**config.mk**
```make
export PLATFORM = sky130hd
export DESIGN_NAME = fetch_unit
export DESIGN_NICKNAME = d
export VERILOG_FILES = /design/src/rtl/fetch_pkg.sv /design/src/rtl/fetch_fifo.sv /design/src/rtl/fetch_unit.sv
export SDC_FILE = /design/constraint.sdc
export NUM_CORES = 1
export LEC_CHECK = 0
export ABC_AREA = 1
export CELL_PAD_IN_SITES_DETAIL_PLACEMENT = 1
export CELL_PAD_IN_SITES_GLOBAL_PLACEMENT = 1
export CORE_ASPECT_RATIO = 1.2
export CORE_MARGIN = 3
export CORE_UTILIZATION = 44
export DETAILED_ROUTE_END_ITERATION = 8
export PLACE_DENSITY = 0.87
export SLEW_MARGIN = 20
export SYNTH_ARGS = -nofsm -noshare
export SYNTH_HDL_FRONTEND = slang
export SYNTH_SLANG_ARGS = --single-unit
```
**constraint.sdc**
```tcl
create_clock -name clk -period 5.8 [get_ports clk]
set_input_delay 0.58 -clock clk [delete_from_list [all_inputs] [get_ports clk]]
set_output_delay 0.58 -clock clk [all_outputs]
set_load 0.02 [all_outputs]
```
**src/rtl/fetch_pkg.sv**
```systemverilog
// Shared types and constants for the instruction fetch unit.
// Optional feature macro used by the fetch unit: FETCH_BYPASS_EN.
package fetch_pkg;

  localparam int XLEN = 32;

  // Amount the fetch PC advances per issued request (one 32-bit word).
  localparam logic [XLEN-1:0] PC_INC = 32'd4;

  // Mask that forces loaded PCs onto a word boundary.
  localparam logic [XLEN-1:0] ALIGN_MASK = 32'hFFFF_FFFC;

  // Fetch sequencing states.
  typedef enum logic [1:0] {
    BOOT = 2'd0,
    RUN  = 2'd1,
    HOLD = 2'd2
  } fetch_state_e;

endpackage

```
**src/rtl/fetch_fifo.sv**
```systemverilog
// Synchronous instruction buffer with push, pop and flush.
// Push and pop may happen together, including when full; flush wins over both.
module fetch_fifo #(
  parameter int DEPTH = 4,
  parameter int W     = 64,
  localparam int AW   = $clog2(DEPTH),
  localparam int CW   = AW + 1
) (
  input  logic          clk,
  input  logic          rst_n,
  input  logic          push,
  input  logic          pop,
  input  logic          flush,
  input  logic [W-1:0]  din,
  output logic [W-1:0]  dout,
  output logic          full,
  output logic          empty,
  output logic [CW-1:0] count
);

  logic [W-1:0]  mem [DEPTH];
  logic [AW-1:0] wr_ptr;
  logic [AW-1:0] rd_ptr;
  logic [CW-1:0] cnt;
  logic          push_eff;
  logic          pop_eff;

  assign empty    = (cnt == '0);
  assign full     = (cnt == CW'(DEPTH));
  assign count    = cnt;
  assign dout     = mem[rd_ptr];
  // A push into a full buffer is only legal when the head leaves in the same cycle.
  assign pop_eff  = pop && !empty;
  assign push_eff = push && (!full || pop_eff);

  // Pointer and occupancy bookkeeping; flush empties the buffer at the edge.
  always_ff @(posedge clk or negedge rst_n) begin
    if (!rst_n) begin
      wr_ptr <= '0;
      rd_ptr <= '0;
      cnt    <= '0;
    end else if (flush) begin
      wr_ptr <= '0;
      rd_ptr <= '0;
      cnt    <= '0;
    end else begin
      if (push_eff) wr_ptr <= wr_ptr + AW'(1);
      if (pop_eff)  rd_ptr <= rd_ptr + AW'(1);
      case ({push_eff, pop_eff})
        2'b10:   cnt <= cnt + CW'(1);
        2'b01:   cnt <= cnt - CW'(1);
        default: cnt <= cnt;
      endcase
    end
  end

  // Storage write; contents are don't-care while the entry is not occupied.
  always_ff @(posedge clk) begin
    if (push_eff && !flush) mem[wr_ptr] <= din;
  end

endmodule

```
**src/rtl/fetch_unit.sv**
```systemverilog
// Instruction fetch unit: PC sequencing, request throttling, kill of stale
// responses on redirect, and an instruction buffer feeding the decoder.
// Optional macro FETCH_BYPASS_EN: a response arriving into an empty buffer
// while the decoder is ready goes straight to instr (latency 1).
//
// Handshake: instr/instr_pc are stable while instr_valid=1; a transfer occurs
// in any cycle with instr_valid && instr_ready and pops the head. A redirect in
// the same cycle flushes everything, so that word is discarded, not consumed.
module fetch_unit
  import fetch_pkg::*;
#(
  parameter logic [31:0] RESET_PC   = 32'h0000_0000,
  parameter int          FIFO_DEPTH = 4
) (
  input  logic         clk,
  input  logic         rst_n,
  output logic         imem_req,
  output logic [31:0]  imem_addr,
  input  logic [31:0]  imem_rdata,
  input  logic         redirect,
  input  logic [31:0]  redirect_target,
  output logic [31:0]  instr,
  output logic [31:0]  instr_pc,
  output logic         instr_valid,
  input  logic         instr_ready,
  output fetch_state_e state_dbg
);

  localparam int CW = $clog2(FIFO_DEPTH) + 1;
  localparam logic [CW:0] DEPTH_V = (CW+1)'(FIFO_DEPTH);

  fetch_state_e    state;
  fetch_state_e    state_next;
  logic [XLEN-1:0] pc;
  logic            inflight;
  logic [XLEN-1:0] inflight_pc;
  logic            bypass_take;
  logic            fifo_push;
  logic            fifo_pop;
  logic            fifo_full;
  logic            fifo_empty;
  logic [CW-1:0]   fifo_count;
  logic [63:0]     fifo_dout;
  logic [CW:0]     occupancy;
  logic            space_ok;
  logic            xfer;

  assign state_dbg = state;
  assign imem_addr = pc;

  // Buffered words plus the one still in flight must fit in the buffer.
  assign occupancy = {1'b0, fifo_count} + {{CW{1'b0}}, inflight};
  assign space_ok  = (occupancy < DEPTH_V);
  assign xfer      = instr_valid && instr_ready;

`ifdef FETCH_BYPASS_EN
  assign bypass_take = inflight && fifo_empty && instr_ready;
`else
  assign bypass_take = 1'b0;
`endif

  assign fifo_push = inflight && !bypass_take;
  assign fifo_pop  = instr_ready && !fifo_empty;

  fetch_fifo #(
    .DEPTH (FIFO_DEPTH),
    .W     (64)
  ) u_fifo (
    .clk   (clk),
    .rst_n (rst_n),
    .push  (fifo_push),
    .pop   (fifo_pop),
    .flush (redirect),
    .din   ({inflight_pc, imem_rdata}),
    .dout  (fifo_dout),
    .full  (fifo_full),
    .empty (fifo_empty),
    .count (fifo_count)
  );

  // Decoder-facing outputs: buffer head, or the arriving word when bypassing.
  always_comb begin
    instr_valid = !fifo_empty;
    instr       = fifo_empty ? '0 : fifo_dout[31:0];
    instr_pc    = fifo_empty ? '0 : fifo_dout[63:32];
    if (bypass_take) begin
      instr_valid = 1'b1;
      instr       = imem_rdata;
      instr_pc    = inflight_pc;
    end
  end

  // State register.
  always_ff @(posedge clk or negedge rst_n) begin
    if (!rst_n) state <= BOOT;
    else        state <= state_next;
  end

  // Next-state and request generation; a redirect always lands in RUN.
  always_comb begin
    state_next = state;
    imem_req   = 1'b0;
    case (state)
      BOOT: state_next = RUN;
      RUN: begin
        if (space_ok) imem_req = 1'b1;
        else          state_next = HOLD;
      end
      HOLD: begin
        if (xfer || space_ok) state_next = RUN;
      end
      default: state_next = BOOT;
    endcase
    if (redirect) state_next = RUN;
  end

  // Fetch PC: redirect loads an aligned target, otherwise advance per request.
  always_ff @(posedge clk or negedge rst_n) begin
    if (!rst_n)        pc <= RESET_PC;
    else if (redirect) pc <= redirect_target & ALIGN_MASK;
    else if (imem_req) pc <= pc + PC_INC;
  end

  // In-flight tracking; a request issued during a redirect is killed here.
  always_ff @(posedge clk or negedge rst_n) begin
    if (!rst_n) begin
      inflight    <= 1'b0;
      inflight_pc <= '0;
    end else begin
      inflight    <= imem_req && !redirect;
      inflight_pc <= pc;
    end
  end

  // Full flag is implied by occupancy; kept on the sub-module interface only.
  logic unused_full;
  assign unused_full = fifo_full;

endmodule

```
# Yosys cells after proc, flatten, opt, wreduce, memory -nomap -nowiden
# Memories as Yosys holds them, arrays and structs flattened.
# Cells that the tools add are included.
dict set report classes {
  add_sub_neg 6
  order_cmp 1
  n_eq_ne 7
  mux 18
  n_reduce_logical 17
}
# cell count
set ops {}
lappend ops {{2-to-1 mux 32 bit} 4}
lappend ops {{adder 32 x 3 -> 32 bit (second input constant)} 1}
lappend ops {{2-to-1 mux 2 bit} 7}
lappend ops {{inequality test 3 bit (second input constant)} 2}
lappend ops {{case mux 2 bit (3 select lines)} 1}
lappend ops {{case mux 3 bit (2 select lines)} 1}
lappend ops {{nonzero test 2 bit} 3}
lappend ops {{logical AND 1 bit} 5}
lappend ops {{adder 2 x 1 -> 2 bit (second input constant)} 2}
lappend ops {{adder 3 x 1 -> 4 bit} 1}
lappend ops {{equality test 2 x 1 -> 1 bit (second input constant)} 2}
lappend ops {{equality test 2 bit (second input constant)} 2}
lappend ops {{< comparator 4 x 3 -> 1 bit (second input constant)} 1}
lappend ops {{2-to-1 mux 1 bit} 4}
lappend ops {{adder 3 x 1 -> 3 bit (second input constant)} 1}
lappend ops {{equality test 3 bit (second input constant)} 1}
lappend ops {{logical NOT 1 bit} 3}
lappend ops {{logical NOT 3 bit} 1}
lappend ops {{2-to-1 mux 3 bit} 1}
lappend ops {{nonzero test 3 bit} 1}
lappend ops {{subtractor 3 x 1 -> 3 bit (second input constant)} 1}
lappend ops {{logical NOT 2 bit} 1}
lappend ops {{logical OR 1 bit} 2}
lappend ops {{AND reduction 2 bit} 1}
dict set report word_totals {
  ff_bits 74
  ramBits 256
  in_bits 68
  output_inout_bits 100
  elab_cells 57
  mem_count 1
}
# name depth width rd rd_clocked_by_memory_dff wr line_no
set mem_list {}
lappend mem_list {u_fifo.mem 4 64 1 0 1 fetch_fifo.sv:21} ;# logic [W-1:0] mem [DEPTH];

# Logic depth before layout (Yosys ltp)
# Gate-level depths: netlist (run 1).
dict set report logic_depth {
  ltp_word 9
  depth_mapped 10
}

# Cells and area by module
# A second synthesis (run 1) with hierarchy kept.
dict set report unflattened {
  hier_cells 1222
  area_unflattened_um2 13623.1
}
# mod n_inst cells_each area_per_inst_um2 seq_area_each_um2
set by_module_without_submodules {}
lappend by_module_without_submodules {fetch_fifo 1 687 9967.1 7862.5}
lappend by_module_without_submodules {fetch_unit 1 535 3656.0 1576.5}

# Least setup slack after synthesis (run 1)
# Ideal clock, no wire load.
dict set report synth_timing {
  path_kind {input-to-reg}
  start {in redirect}
  end {mem u_fifo.mem[0][0] (enable)}
  setup_time_ns 0.482
  arrival_time_ns 3.579
  path_slack_ns 1.739
  path_stages 4
  cell_sequence {buf_2 > nor2_1 > inv_1 > nor2_1}
}
dict set report synth_via {
  elab_chain_len 4
}
# element line_no
set synth_lines {}
lappend synth_lines {{start, declared} fetch_unit.sv:20} ;# input logic redirect,
lappend synth_lines {{logical NOT 1 bit} fetch_fifo.sv:59} ;# if (push_eff && !flush) mem[wr_ptr] <= din;
lappend synth_lines {{logical AND 1 bit} fetch_fifo.sv:59}
lappend synth_lines {{2-to-1 mux 1 bit} fetch_fifo.sv:59}
lappend synth_lines {{2-to-1 mux 1 bit (implied by the code)} fetch_fifo.sv:59}
lappend synth_lines {{end, declared} fetch_fifo.sv:21}
# Every way passes these cells.

# Worst setup path in the final report (run 1)
dict set report layout_timing {
  start {reg u_fifo.rd_ptr[0]}
  end {out instr[5]}
}
dict set report layout_via {
  elab_chain_len 2
}
# element line_no
set layout_lines {}
lappend layout_lines {{start, declared} fetch_fifo.sv:23} ;# logic [AW-1:0] rd_ptr;
lappend layout_lines {{start signal, assigned} fetch_fifo.sv:48} ;# if (pop_eff) rd_ptr <= rd_ptr + AW'(1);
lappend layout_lines {{memory read (4 x 64 bit)} n/a}
lappend layout_lines {{2-to-1 mux 32 bit} fetch_unit.sv:84} ;# instr = fifo_empty ? '0 : fifo_dout[31:0];
lappend layout_lines {{end, declared} fetch_unit.sv:22} ;# output logic [31:0] instr,
# Every way passes these cells.

==> run summary, run 1 <==
grt ovf = 0
Crit path max-delay family = buffers and inverters
#FFs+latches synth = 318
Num CTS Buffers = 31
number of max-cap violations = 0
Max clock buf depth = 3
Reg area = 9200 um^2
Non-Filler Instances = 1737
GPL Wtd Cong = 0.829
row cnt = 68
slowest cell on the critical path = clkinv_2
Syn Area/Cell = 11.2 um^2
Worst-path clk slew = 70 ps
fin nets = 1402
fin util = 55.4%
first-pass GRT wire length = 55.2 mm
critical path data arrival time = 3940 ps
wirelength, routed = 35.2 mm
Tightest Hold Check Type = in2async
Chip Width = 164 um
worst clock skew = 13.9 ps
Cell Count Post-Placement = 1680
post-synth cell types = 40
Max stage delay on crit path = 970 ps
Yosys top cell by area = edfxtp_1
hpwl dp = 21.3 mm
LEAKAGE = 5.83 nW
number of routed nets with antenna violations = 0
final instance area = 16200 um^2
CTS tree = done
Post-synth EDFFs = 248
Setup TNS Final = 0 ps
worst path required time = 5220 ps
FMAX = 0.221 GHz
CP Capture Type = output port
number of remaining DRC errors = 0
status = complete, no violations
die area = 32100 um^2
Multi-input gate area = 3540 um^2
final hold violations = 0
DR WL/cell = 20.3 um
layout cell share with drive strength beyond 1 = 8.58%
Tot GR Track Use = 21.7%
placed cell areas = 15100 um^2
Cell Pwr Density = 466 nW/um^2
Final period util = 78.0%
commonest cells in the netlist = nor2_1 (295), edfxtp_1 (248), nand2_1 (136), o21ai_0 (103), dfrtp_1 (70)
fillers = 3062
Primary FF master, synth = edfxtp_1
Post-CTS Hold Buffers = 0
vias per cell = 5.37
Post-synth ARST share = 22.0%
synthesis-to-finish area growth = 22.6%
critical path peak fanout = 78
Pwr Total = 7.53 mW
relative slew slack = 29.9%
synth warn = 0
Final Max Tran Viols = 0
CTS Root Cell = clkbuf_16
Mapped Cells = 1180
Tightest Pin Transition = 1050 ps
Hold WS = 136 ps
post-CTS setup buffers = 0
Setup crit start kind = flop
die height = 196 um
Core Area = 29200 um^2
Vias = 9321
synthesized area = 13200 um^2
crit path time final = 4520 ps
vias in the first global route = 10.3k
register area share after synthesis = 69.7%
# port buffers = 161
latest clock arrival within the worst-skew pair = 550 ps
Ports = 168
htree depth = 1
Peak VDD IR = 0.224 mV
synth top area cells = edfxtp_1 (56%), dfrtp_1 (13%), nor2_1 (8.4%), o21ai_0 (3.9%), nand2_1 (3.9%)
post-CTS sizing = 0
Initial Util = 45.2%
ordered list of cells on the worst path = clkinv_2 > buf_4 > o21ai_0 > a21oi_1 > clkdlybuf4s50_1
Yosys top cell area share = 56.5%
Crit Path Category = reg2out
initial antenna violation count = 0
Place WS = 1840 ps
RSZ-0062 raised after global routing = no
drt first pass iters = 5
pin count of the biggest net entering global routing = 82
Buf/Inv on CP = 3
Setup-failing EPs final = 0
Sink Count = 318
Starting DRT DRC Count = 622
n_diodes = 0
final worst slack = 1280 ps
top-count cell post-synth = nor2_1
[cells by family (layout without fill, tap and decap cells)]
group | count (synthesis) | after routing | synth area share [%]
AO/OA/AOI/OAI | 219 | 219 | 8.60
buffers and inverters | 107 | 276 | 3.72
flip-flops | 318 | 318 | 69.7
AND/OR/NAND/NOR | 518 | 518 | 16.5
XOR/XNOR | 11 | 11 | 0.731
other | 1 | 4 | 0.0284
adder cells (fa/ha/maj) | 6 | 6 | 0.626
[final timing paths]
kind | start | to | slack, ps | depth (start not counted)
min in group clk | inflight_pc[21] | u_fifo.mem[3][53] | 490 | 0
max in group asynchronous | rst_n | u_fifo.rd_ptr[0] | 4630 | 2
worst min register to register | inflight_pc[21] | u_fifo.mem[3][53] | 490 | 0
worst max register to register | u_fifo.count[2] | u_fifo.mem[2][15] | 2970 | 8
worst min-delay path | rst_n | imem_addr[24] | 140 | 1
worst max-delay path | u_fifo.rd_ptr[0] | instr[5] | 1280 | 5
[routing by layer]
layer,vias to the layer above,share of wire [%],track usage [%]
met5,-,0,0
met4,0,2.2,6.08
met3,64,4.8,3.63
met2,245,53,40.7
met1,4700,40,25.5
li1,4312,-,-
[report_power, final]
group          internal, mW  switching [mW]  total, mW
Sequential             2.81           0.318       3.13
Clock                  1.18           0.851       2.03
Combinational         0.901            1.47       2.37
Total                  4.90            2.64       7.53
[registers in the layout (all words and copies together), names as in the netlist]
signal         count
inflight_pc       30
u_fifo.mem       248
imem_addr         30
u_fifo.rd_ptr      2
state_dbg          2
u_fifo.wr_ptr      2
u_fifo.count       3
fifo_push          1
[worst reg2reg max path, delay by kind of cell, from the launching register on]
kind / cells / cell delay, ps
buf+inv: 3 / 1130
simple gates: 5 / 870
flops: 1 / 420
[layout by cell type (no fill, tap or decap), types with 7 or more instances in the layout]
cell type        instances
nor2_2                  13
a21oi_1                 65
inv_2                    7
buf_4                    7
xor2_1                   8
clkbuf_16               31
edfxtp_1               248
dfrtp_1                 68
clkinvlp_4               7
nand3_1                 39
nor2_1                 291
clkdlybuf4s50_1        159
nor2_4                  10
nand2_1                136
nand2_2                 11
o21ai_1                 35
inv_1                   39
o21ai_0                103
[final cells by class]
type / instances / area share (%)
flip-flops and latches: 318 / 56.9
well taps: 385 / 2.98
inverters: 48 / 1.12
repair buffers: 171 / 10.6
clock inverters: 18 / 1.17
clock buffers: 39 / 5.29
multi-input cells: 758 / 21.9
Note: power is estimated with default switching activity, not from simulation.
==> run 2: changes to the inputs <==
- clock period: 5.8 -> 4.25 ns (I/O delays scaled with it)
==> run 2 against run 1 <==
Against the previous run: core utilization increased by 0.33 points; combinational power is 38% higher; power grew 37%; clock skew increased by 7.6 ps; critical path depth rose by 1; register-to-register slack worse by 1200 ps; cell count up 0.29%; worst hold slack better by 290 ps; count of clock-buffer cells in the layout increased by 3; first-iteration DRC count shrank 25%; critical path type unchanged.
==> run summary, run 2 (same netlist as run 1, synthesis figures left out) <==
htree depth = 1 (unchanged)
Num CTS Buffers = 31 (unchanged)
drt first pass iters = 5 (unchanged)
CP Capture Type = output port
Cell Pwr Density = 634 nW/um^2 (+36%)
Tot GR Track Use = 21.5% (-0.28 points)
Final period util = 84.1%
Worst-path clk slew = 60 ps (about the same)
initial antenna violation count = 0 (unchanged)
Worst Setup SP = u_fifo.rd_ptr[1]
Setup-failing EPs final = 0 (unchanged)
Setup crit start kind = flop
commonest cells after routing, fill and taps aside = nor2_1 (291), edfxtp_1 (248), clkdlybuf4s50_1 (160), nand2_1 (136), o21ai_0 (103)
final instance area = 16300 um^2 (+0.60%)
number of remaining DRC errors = 0 (unchanged)
Non-Filler Instances = 1742 (+0.29%)
Hold WS = 430 ps (+294 ps)
worst r2r src = u_fifo.count[2]
grt ovf = 0 (unchanged)
DR WL/cell = 20.0 um (-1.5%)
worst clock skew = 21.4 ps (+7.58 ps)
commonest non-fill, non-tap cell in the layout = nor2_1
pin count of the biggest net entering global routing = 64 (-22%)
die area = 32100 um^2 (unchanged)
end of the critical path = instr[9]
critical path data arrival time = 3150 ps (-790 ps)
status = complete, no violations
Final Max Tran Viols = 0 (unchanged)
crit path time final = 3580 ps
relative slew slack = 51.8% (+22 points)
critical path peak fanout = 36 (-54%)
die height = 196 um (unchanged)
vias in the first global route = 10.1k (-2.1%)
Cell Count Post-Placement = 1684 (+0.24%)
number of routed nets with antenna violations = 0 (unchanged)
Largest Register = u_fifo.mem
Chip Width = 164 um (unchanged)
fin util = 55.7% (+0.33 points)
RSZ-0062 raised after global routing = no
Place WS = 1230 ps (-615 ps)
Crit Path Category = reg2out
Initial Util = 45.2% (unchanged)
Peak VDD IR = 0.326 mV (+45%)
post-CTS sizing = 0 (unchanged)
CTS tree = done
vias per cell = 5.27 (-1.8%)
latest clock arrival within the worst-skew pair = 550 ps (about the same)
worst path required time = 3830 ps (-1390 ps)
Core Area = 29200 um^2 (unchanged)
hpwl dp = 22.1 mm (+3.4%)
Tightest Pin Transition = 723 ps (-328 ps)
wirelength, routed = 34.8 mm (-1.2%)
GPL Wtd Cong = 0.837 (+0.90%)
synthesis-to-finish area growth = 23.3%
row cnt = 68 (unchanged)
first-pass GRT wire length = 54.2 mm (-1.7%)
final hold violations = 0 (unchanged)
reg2reg setup slack = 1740 ps (-1230 ps)
Sink Count = 318 (unchanged)
# port buffers = 161 (unchanged)
Tightest Hold Check Type = in2async
max FFs per register = 248 (unchanged)
layout cell share with drive strength beyond 1 = 8.40% (-0.18 points)
placed cell areas = 15200 um^2 (+0.45%)
Setup TNS Final = 0 ps (unchanged)
FMAX = 0.280 GHz
Worst Reg2Reg Path Length in Cells = 8 (unchanged)
Vias = 9183 (-1.5%)
Pwr Total = 10.3 mW (+37%)
Ports = 168 (unchanged)
Starting DRT DRC Count = 464 (-25%)
LEAKAGE = 5.90 nW (+1.1%)
CTS Root Cell = clkbuf_16
n_diodes = 0 (unchanged)
final worst slack = 674 ps (-604 ps)
RR Endpoint = u_fifo.mem[1][13]
number of max-cap violations = 0 (unchanged)
fin nets = 1407 (+0.36%)
Max clock buf depth = 3 (unchanged)
[run 2: changes by cell type in the layout (fill, tap and decap cells not counted), moves of 2 or more]
cell | before | now
buf_12 | 3 | 6
clkinvlp_4 | 7 | 2
clkbuf_16 | 31 | 35
clkbuf_8 | 5 | 3
clkinv_1 | 2 | 6
[run 2: what timing repair did]
| action | in CTS | in global routing |
|---|---|---|
| endpoints found under the hold margin | 25 | 0 |
| hold buffers | 1 | 0 |
| setup buffers | 0 | 0 |
[run 2: worst min path at each step]
stage / endpoint / slack [ps] / depth (start not counted)
2_1_floorplan: fifo_push / 130 / 0
3_3_place_gp: inflight_pc[22] / 440 / 1
3_5_place_dp: inflight_pc[22] / 450 / 1
4_1_cts: inflight_pc[12] / 420 / 2
5_1_grt: imem_addr[8] / 440 / 3
6_report: inflight_pc[12] / 430 / 2
[run 2: critical path, cell delays in order, from the launching register on]
cell	delay (ps)
dfrtp_2	730
inv_2	440
buf_12	320
nor2_1	120
o21ai_0	110
a21oi_1	210
clkdlybuf4s50_1	630
[run 2: power by group]
| part | switching [mW] | total [mW] | internal [mW] |
|---|---|---|---|
| combinational | 2.03 | 3.28 | 1.26 |
| clock | 1.13 | 2.78 | 1.65 |
| sequential | 0.410 | 4.25 | 3.84 |
[run 2: metal layers]
| metal | vias up | part of all wire [%] | global-route usage, % |
|---|---|---|---|
| met5 | - | 0 | 0 |
| met4 | 0 | 2.3 | 5.52 |
| met2 | 224 | 52 | 39.3 |
| li1 | 4315 | - | - |
| met3 | 58 | 4.7 | 3.46 |
| met1 | 4586 | 41 | 26.3 |
[run 2: area by class of cell]
| type | instances | area (um^2) |
|---|---|---|
| Fill cell | 3084 | 12900 |
| Sequential cell | 318 | 9200 |
| Multi-Input combinational cell | 758 | 3540 |
| Timing Repair Buffer | 176 | 1800 |
| Clock buffer | 42 | 932 |
| Tap cell | 385 | 482 |
| Inverter | 48 | 181 |
| Clock inverter | 15 | 128 |
==> run 3: changes to the inputs <==
- CORE_UTILIZATION: 44 -> 40
- PLACE_DENSITY: 0.87 -> 0.83
- clock period: 4.25 -> 3 ns (I/O delays scaled with it)
==> run 3 against run 2 <==
Against the previous run: setup slack worse by 570 ps; largest power group unchanged; cell area is 1.7% higher; count of clock-buffer cells in the layout is 2 higher; cell count is 1.7% higher; sequential share of layout area is 0.94 points lower; register-to-register slack worse by 850 ps; via count is 0.91% higher; sequential cell count stayed put.
==> run summary, run 3 (same netlist as run 1, synthesis figures left out) <==
pin count of the biggest net entering global routing = 64 (unchanged)
CP Capture Type = output port
Tightest Pin Transition = 549 ps (-174 ps)
Setup crit start kind = flop
n_diodes = 0 (unchanged)
Sink Count = 318 (unchanged)
Worst-path clk slew = 70 ps (about the same)
final hold violations = 0 (unchanged)
number of routed nets with antenna violations = 0 (unchanged)
Chip Width = 172 um (+4.7%)
drt first pass iters = 5 (unchanged)
number of remaining DRC errors = 0 (unchanged)
critical path data arrival time = 2600 ps (-550 ps)
Pwr Total = 14.9 mW (+45%)
relative slew slack = 63.4% (+12 points)
CTS Root Cell = clkbuf_16
wirelength, routed = 35.8 mm (+2.8%)
commonest cells after routing, fill and taps aside = nor2_1 (291), edfxtp_1 (248), clkdlybuf4s50_1 (142), nand2_1 (136), o21ai_0 (103)
Tightest Hold Check Type = in2async
vias per cell = 5.23 (-0.79%)
row cnt = 72 (+5.9%)
Num CTS Buffers = 31 (unchanged)
hpwl dp = 21.6 mm (-2.1%)
DR WL/cell = 20.2 um (+1.0%)
layout cell share with drive strength beyond 1 = 9.52% (+1.1 points)
number of max-cap violations = 0 (unchanged)
max FFs per register = 248 (unchanged)
latest clock arrival within the worst-skew pair = 570 ps (+20 ps)
die height = 205 um (+4.7%)
die area = 35200 um^2 (+9.7%)
fin util = 51.1% (-4.6 points)
synthesis-to-finish area growth = 25.4%
commonest non-fill, non-tap cell in the layout = nor2_1
Core Area = 32300 um^2 (+11%)
Crit Path Category = reg2out
Largest Register = u_fifo.mem
Non-Filler Instances = 1772 (+1.7%)
vias in the first global route = 9993 (-0.91%)
Peak VDD IR = 0.403 mV (+23%)
critical path peak fanout = 32 (-11%)
Cell Count Post-Placement = 1712 (+1.7%)
Final period util = 96.5%
CTS tree = done
Initial Util = 40.8% (-4.4 points)
htree depth = 1 (unchanged)
Setup-failing EPs final = 0 (unchanged)
grt ovf = 0 (unchanged)
Starting DRT DRC Count = 550 (+19%)
crit path time final = 2900 ps
status = complete, no violations
Tot GR Track Use = 20.0% (-1.5 points)
Vias = 9267 (+0.91%)
FMAX = 0.345 GHz
worst clock skew = 22.2 ps (+0.768 ps)
Max clock buf depth = 3 (unchanged)
initial antenna violation count = 2 (+2)
worst path required time = 2700 ps (-1130 ps)
# port buffers = 161 (unchanged)
Cell Pwr Density = 902 nW/um^2 (+42%)
Final Max Tran Viols = 0 (unchanged)
fin nets = 1415 (+0.57%)
Ports = 168 (unchanged)
first-pass GRT wire length = 54.8 mm (+1.0%)
LEAKAGE = 6.20 nW (+5.1%)
GPL Wtd Cong = 0.821 (-1.9%)
-- run 3: metal layers --
layer	track usage (%)	vias up	wire length [um]
met3	4.00	51	1840
li1	-	4344	-
met2	36.8	236	18700
met5	0	-	13
met1	24.1	4634	14600
met4	4.45	2	555
-- run 3: stage by stage --
step / setup WS (ps) / hold slack [ps] / instance area (um^2) / TNS (ps)
2_1_floorplan: -985 / 4.41 / 13200 / -244340
3_3_place_gp: 506 / 169 / 15300 / 0
3_5_place_dp: 475 / 174 / 15300 / 0
4_1_cts: -14.9 / 141 / 16500 / -14.9
5_1_grt: -1.35 / 163 / 16500 / -1.36
6_report: 104 / 148 / 16500 / 0
-- run 3: final cells by class --
cell class	count	area [um^2]
multi-input combinational	758	3540
clock inverter	13	131
inverter	48	195
tap	407	509
fill	3396	15800
sequential	318	9200
clock buffer	44	990
timing repair buffer	184	1970
-- run 3: report_power, final --
group,internal (mW),total [mW],switching [mW]
combinational,1.84,4.75,2.92
clock,2.47,4.14,1.67
sequential,5.44,6.02,0.583
total,9.75,14.9,5.17
-- run 3: worst max-delay path, stage by stage, from the launching register on --
cell	delay, ps
dfrtp_4	570
buf_16	230
nor2_1	70
nor2_1	80
o21ai_0	80
a21oi_1	300
clkdlybuf4s50_1	680
-- run 3: path summary, 6_finish.rpt --
kind | from | end | slack [ps] | cells past startpoint
worst max-delay path | u_fifo.rd_ptr[0] | instr_pc[11] | 100 | 6
worst max register to register | u_fifo.count[2] | u_fifo.mem[1][13] | 890 | 8
worst min-delay path | rst_n | inflight_pc[23] | 150 | 2
worst min register to register | imem_addr[28] | inflight_pc[28] | 490 | 0
min in group clk | redirect_target[6] | imem_addr[6] | 310 | 3
max in group asynchronous | rst_n | imem_addr[19] | 2100 | 3
-- run 3: repair_timing --
action	CTS	global route
hold endpoints to repair	37	0
endpoints found under the setup margin	58	49
cloned	1	1
hold buffers	1	0
buffers inserted	0	0
resized for setup	9	15
